===== config.mk =====
export PLATFORM = sky130hd
export DESIGN_NAME = rf_port_arbiter
export DESIGN_NICKNAME = d
export VERILOG_FILES = /design/src/rtl/rf_port_arbiter_pkg.sv /design/src/rtl/rf_port_arbiter_rr_arb2.sv /design/src/rtl/rf_port_arbiter.sv
export SDC_FILE = /design/constraint.sdc
export NUM_CORES = 1
export LEC_CHECK = 0
export BUFFER_PORTS_ARGS = -buffer_cell sky130_fd_sc_hd__buf_2
export CAP_MARGIN = 20
export CORE_ASPECT_RATIO = 1.2
export CORE_MARGIN = 8
export CORE_UTILIZATION = 23
export CTS_BUF_LIST = sky130_fd_sc_hd__clkbuf_8
export DETAILED_ROUTE_END_ITERATION = 12
export REMOVE_ABC_BUFFERS = 1
export SYNTH_ARGS = -nofsm -noshare
export SYNTH_HDL_FRONTEND = slang
export SYNTH_HIERARCHICAL = 1
export SYNTH_SLANG_ARGS = --single-unit

===== constraint.sdc =====
create_clock -name clk -period 3.8 [get_ports clk]
set_input_delay 0.76 -clock clk [delete_from_list [all_inputs] [get_ports clk]]
set_output_delay 0.76 -clock clk [all_outputs]
set_load 0.02 [all_outputs]

===== src/rtl/rf_port_arbiter_pkg.sv =====
// Shared constants, flush FSM encoding and the 2-way round-robin pick function
// for the register-file port arbiter.
package rf_port_arbiter_pkg;

    localparam int RF_DATA_W    = 32;
    localparam int RF_ADDR_W    = 3;
    localparam int RF_N_CLIENTS = 2;

    typedef enum logic [1:0] {
        ST_IDLE  = 2'd0,
        ST_DRAIN = 2'd1,
        ST_CLEAR = 2'd2,
        ST_DONE  = 2'd3
    } flush_state_e;

    // On contention the client that was NOT granted last time wins.
    function automatic logic [1:0] rr_pick(input logic [1:0] req, input logic last);
        logic [1:0] gnt;
        gnt = 2'b00;
        case (req)
            2'b01:   gnt = 2'b01;
            2'b10:   gnt = 2'b10;
            2'b11:   gnt = last ? 2'b01 : 2'b10;
            default: gnt = 2'b00;
        endcase
        return gnt;
    endfunction

endpackage


===== src/rtl/rf_port_arbiter_rr_arb2.sv =====
// Two-way round-robin arbiter with its own last-granted pointer.
// Grants are combinational; the pointer updates on every issued grant.
module rr_arb2
    import rf_port_arbiter_pkg::*;
(
    input  logic       clk,
    input  logic       clear,
    input  logic       en,
    input  logic [1:0] req,
    output logic [1:0] gnt
);

    logic last_q;
    logic last_d;

    always_comb begin
        gnt    = 2'b00;
        last_d = last_q;
        if (en && !clear) begin
            gnt = rr_pick(req, last_q);
            if (gnt[0]) begin
                last_d = 1'b0;
            end else if (gnt[1]) begin
                last_d = 1'b1;
            end
        end
    end

    // Reset to 1 so that client 0 wins the first contention.
    always_ff @(posedge clk) begin
        if (clear) begin
            last_q <= 1'b1;
        end else begin
            last_q <= last_d;
        end
    end

endmodule


===== src/rtl/rf_port_arbiter.sv =====
// Shares the register file's single write and read port between two clients,
// returns registered read data with write-first forwarding, and sequences a full flush.
module rf_port_arbiter
    import rf_port_arbiter_pkg::*;
#(
    parameter int DATA_W = RF_DATA_W,
    parameter int ADDR_W = RF_ADDR_W
) (
    input  logic                         clk,
    input  logic                         clear,
    input  logic [RF_N_CLIENTS-1:0]      wr_req,
    input  logic [RF_N_CLIENTS*ADDR_W-1:0] wr_addr,
    input  logic [RF_N_CLIENTS*DATA_W-1:0] wr_data,
    output logic [RF_N_CLIENTS-1:0]      wr_gnt,
    input  logic [RF_N_CLIENTS-1:0]      rd_req,
    input  logic [RF_N_CLIENTS*ADDR_W-1:0] rd_addr,
    output logic [RF_N_CLIENTS-1:0]      rd_gnt,
    output logic [RF_N_CLIENTS-1:0]      rd_valid,
    output logic [DATA_W-1:0]            rd_data,
    input  logic                         flush_req,
    output logic                         flush_done,
    output logic                         busy,
    output logic [1:0]                   dbg_state,
    output logic                         rf_clear,
    output logic                         rf_we,
    output logic [ADDR_W-1:0]            rf_wAddr,
    output logic [DATA_W-1:0]            rf_wData,
    output logic [ADDR_W-1:0]            rf_rAddr,
    input  logic [DATA_W-1:0]            rf_rData
);

    // Handshake: a transfer happens in a cycle where req[i] & gnt[i]; the client
    // holds req/addr/data stable until granted; read responses (rd_valid/rd_data)
    // arrive exactly one cycle after the grant and cannot be back-pressured.

    flush_state_e              state_q;
    flush_state_e              state_d;
    logic [RF_N_CLIENTS-1:0]   rd_valid_q;
    logic [RF_N_CLIENTS-1:0]   rd_valid_d;
    logic [DATA_W-1:0]         rd_data_q;
    logic [DATA_W-1:0]         rd_data_d;
    logic                      arb_en;
    logic                      fwd_hit;

    // A flush request in the same cycle as a client request blocks the grant.
    assign arb_en = (state_q == ST_IDLE) && !flush_req;

    rr_arb2 u_wr_arb (
        .clk   (clk),
        .clear (clear),
        .en    (arb_en),
        .req   (wr_req),
        .gnt   (wr_gnt)
    );

    rr_arb2 u_rd_arb (
        .clk   (clk),
        .clear (clear),
        .en    (arb_en),
        .req   (rd_req),
        .gnt   (rd_gnt)
    );

    always_comb begin
        rf_wAddr = '0;
        rf_wData = '0;
        if (wr_gnt[0]) begin
            rf_wAddr = wr_addr[0 +: ADDR_W];
            rf_wData = wr_data[0 +: DATA_W];
        end else if (wr_gnt[1]) begin
            rf_wAddr = wr_addr[ADDR_W +: ADDR_W];
            rf_wData = wr_data[DATA_W +: DATA_W];
        end
    end

    always_comb begin
        rf_rAddr = '0;
        if (rd_gnt[0]) begin
            rf_rAddr = rd_addr[0 +: ADDR_W];
        end else if (rd_gnt[1]) begin
            rf_rAddr = rd_addr[ADDR_W +: ADDR_W];
        end
    end

    assign rf_we = |wr_gnt;

    // Same-cycle write and read to one address returns the new data.
    assign fwd_hit = rf_we && (|rd_gnt) && (rf_wAddr == rf_rAddr);

    always_comb begin
        rd_valid_d = rd_gnt;
        rd_data_d  = rd_data_q;
        if (|rd_gnt) begin
            rd_data_d = fwd_hit ? rf_wData : rf_rData;
        end
    end

    always_comb begin
        state_d = state_q;
        case (state_q)
            ST_IDLE:  if (flush_req) state_d = ST_DRAIN;
            ST_DRAIN: state_d = ST_CLEAR;
            ST_CLEAR: state_d = ST_DONE;
            ST_DONE:  state_d = ST_IDLE;
            default:  state_d = ST_IDLE;
        endcase
    end

    always_ff @(posedge clk) begin
        if (clear) begin
            state_q    <= ST_IDLE;
            rd_valid_q <= '0;
            rd_data_q  <= '0;
        end else begin
            state_q    <= state_d;
            rd_valid_q <= rd_valid_d;
            rd_data_q  <= rd_data_d;
        end
    end

    assign rd_valid   = rd_valid_q;
    assign rd_data    = rd_data_q;
    assign busy       = (state_q != ST_IDLE);
    assign flush_done = (state_q == ST_DONE);
    assign rf_clear   = clear || (state_q == ST_CLEAR);
    assign dbg_state  = state_q;

endmodule


==> results.yml <==
critical_path:
  r2r_start: "dbg_state[0]$_SDFFE_PP0N_"
  crit_arrival_ps: 2710
  reg2reg_to: "rd_data[30]$_SDFFE_PP0N_"
  critPathCaptureType: "primary output"
  timing_worst_setup_path_type: "reg2out"
  startpoint_type: "flip-flop"
  r2r_slack_ps: 590
  crit_path_start: "dbg_state[0]$_SDFFE_PP0N_"
  endpoint: "rf_wData[7]"
  cp_max_fo: 10
  crit_required_ps: 3040
  rr_worst_depth: 12
yosys:
  synth.distinct_cells: 33
  synth_top_family_by_area: "compound AO/OA/AOI/OAI gates"
  synth-simple-area-share_pct: 21.85
  yosys.area_share.adder_pct: 1.741
  synth_xor_area_share_pct: 0
  synth_top_area_share_pct: 26.47
  yosysWarningCount: 6
  synthCells: 362
  ys_seq_elements: 38
  seq_area_frac_synth_pct: 26.47
  synth_compound_gate_area_share_pct: 36.31
  syn_avg_cell_area_um2: 7.939
  muxShareOfSynthArea_pct: 1.393
  yosysTopAreaCell: "dfxtp_1"
  synth_area_leaders: "dfxtp_1, a211oi_2, o41ai_1"
  synth_area_um2: 2874
clocking:
  numCtsBuffers: 5
  cts.sinks: 38
  clk_pin_slew_ps: 90
  cts_tree: "yes"
  root_buffer: "clkbuf_8"
  post_cts_buffers: 0
  clockBufferDepth: 2
  htreeDepth: 2
  ctsHoldBuffers: 0
  clock_latency_ps: 300
  cts-resized-gates: 0
power:
  power_density_nw_per_um2: 406.2
  irDropWorstVdd_uv: 169.1
  power_uw: 1676
  p_leak_uw: 0.002177
placed_design:
  place.gp.congestion: 0.8503
  pre_cts_ws_ps: 393.8
  dp_cells: 700
  hpwl_um: 9395
  port_buffers: 196
grt:
  grt_max_degree: 65
  gr-total-overflow: 0
  grt_first_pass_wirelength_um: 19310
  antenna_found_initial: 2
  grt_pass1_vias: 3740
  grt_usage_pct: 14.24
routing:
  drtIter0Drc: 194
  remaining_drc_errors: 0
  num_vias: 3444
  routed_wl_um: 11890
  ant_nets: 0
  wire_per_inst_um: 16.79
  viasPerCell: 4.864
  firstDrtPassIters: 6
floorplan:
  die_area_um2: 16340
  die_w_um: 118.0
  core_um2: 12170
  dieHeight_um: 138.5
  io_pins: 197
  start_util_pct: 23.62
  num_rows: 44
finish:
  instances_no_fill: 708
  layout_commonest_cell: "buf_2"
  synthToLayoutAreaGrowth_pct: 43.58
  final_cell_mix: "buf_2, nor2_1, dfxtp_1"
  final_nets: 665
  n_antenna_cell: 0
  drive_above_1_share_pct: 48.45
sta:
  setup_viol: 0
  fmax_mhz: 287.8
  relSlewSlack_pct: 52.76
  tightest_slew_ps: 708.6
  fin_hold_ws_ps: 503.0
  fin_crit_ps: 3475
  period_share_pct: 91.44
  drv_slew: 0
  layout_setup_ws_ps: 325.3
  hold_viol: 0
  rsz0062_at_grt: "false"
  fin_worst_skew_ps: 7.291
status:
  status: "finished clean"
run:
  maxCapViolCount: 0
min_path:
  min_path_type: "reg2reg"
==> Yosys cell counts <==
cell type / number
a2111oi_4: 1
a211oi_1: 5
a211oi_2: 30
a21boi_0: 1
a221oi_1: 1
a22o_1: 2
a22oi_1: 30
a22oi_4: 1
a31oi_1: 2
and3_1: 2
and3_2: 2
buf_12: 3
buf_2: 2
buf_6: 4
clkbuf_1: 26
dfxtp_1: 38
ha_1: 4
inv_1: 37
mux2i_1: 4
nand2_1: 15
nand2b_1: 2
nand3b_1: 2
nand3b_4: 1
nand4_1: 1
nor2_1: 68
nor2b_1: 4
nor2b_2: 2
nor3_1: 33
o21a_1: 2
o21a_4: 1
o41ai_1: 32
or2_2: 2
or2b_1: 2
==> where the power goes <==
group          internal (µW)  switching, µW  total (µW)
Sequential               467           39.5         506
Combinational            301            513         814
Clock                    194            162         356
==> routing by layer <==
metal	up-vias	global-route usage (%)	share of wire [%]
met5	-	0	0.23
met4	4	3.784	1.7
met3	17	4.888	6.8
met2	126	25.68	50
met1	1604	15.45	41
li1	1693	-	-
==> registers in the layout, summed over array words and instances (netlist names) <==
name             count
rd_data             32
dbg_state            2
rd_valid             2
u_rd_arb/last_q      1
u_wr_arb/last_q      1
==> how the worst min path moves through the flow <==
| stage | depth (start not counted) | slack [ps] | from | to |
|---|---|---|---|---|
| after detailed placement | 1 | 470 | u_wr_arb/last_q$_SDFFE_PP1P_ | u_wr_arb/last_q$_SDFFE_PP1P_ |
| after CTS | 1 | 510 | u_wr_arb/last_q$_SDFFE_PP1P_ | u_wr_arb/last_q$_SDFFE_PP1P_ |
| after global placement | 1 | 470 | u_wr_arb/last_q$_SDFFE_PP1P_ | u_wr_arb/last_q$_SDFFE_PP1P_ |
| final | 1 | 500 | u_wr_arb/last_q$_SDFFE_PP1P_ | u_wr_arb/last_q$_SDFFE_PP1P_ |
| after global routing | 1 | 540 | u_wr_arb/last_q$_SDFFE_PP1P_ | u_wr_arb/last_q$_SDFFE_PP1P_ |
| after floorplan | 1 | 450 | u_rd_arb/last_q$_SDFFE_PP1P_ | u_rd_arb/last_q$_SDFFE_PP1P_ |
==> critical path: stages (launching register included) <==
cell and delay [ps]:
dfxtp_1 330, inv_1 120, ha_1 160, inv_1 50, nor2_1 230, nor2b_2 230, and3_2 280, nor2b_4 420
buf_4 260, a22oi_1 110, inv_1 70, buf_2 160
==> cell families after synthesis <==
| family | after synthesis |
|---|---|
| AO/OA/AOI/OAI | 108 |
| buffers and inverters | 72 |
| adder cells (fa/ha/maj) | 4 |
| multiplexers | 4 |
| AND/OR/NAND/NOR | 136 |
| flip-flops | 38 |
==> final cells by class <==
type	instances	area, µm²
Fill cell	1319	8040
Multi-Input combinational cell	252	1803
Timing Repair Buffer	212	1114
Sequential cell	38	760.7
Tap cell	161	201.4
Inverter	37	138.9
Clock buffer	5	68.82
Clock inverter	3	40.04
==> stage by stage <==
step / TNS, ps / area [µm²] / utilization (%)
final: 0 / 4126 / 33.92
after global routing: 0 / 4126 / 33.92
after CTS: 0 / 4126 / 33.92
after detailed placement: 0 / 4018 / 33.02
after global placement: 0 / 4018 / 33.02
after floorplan: -74110 / 2661 / -
No activity file was read; power rests on OpenSTA's default activity.
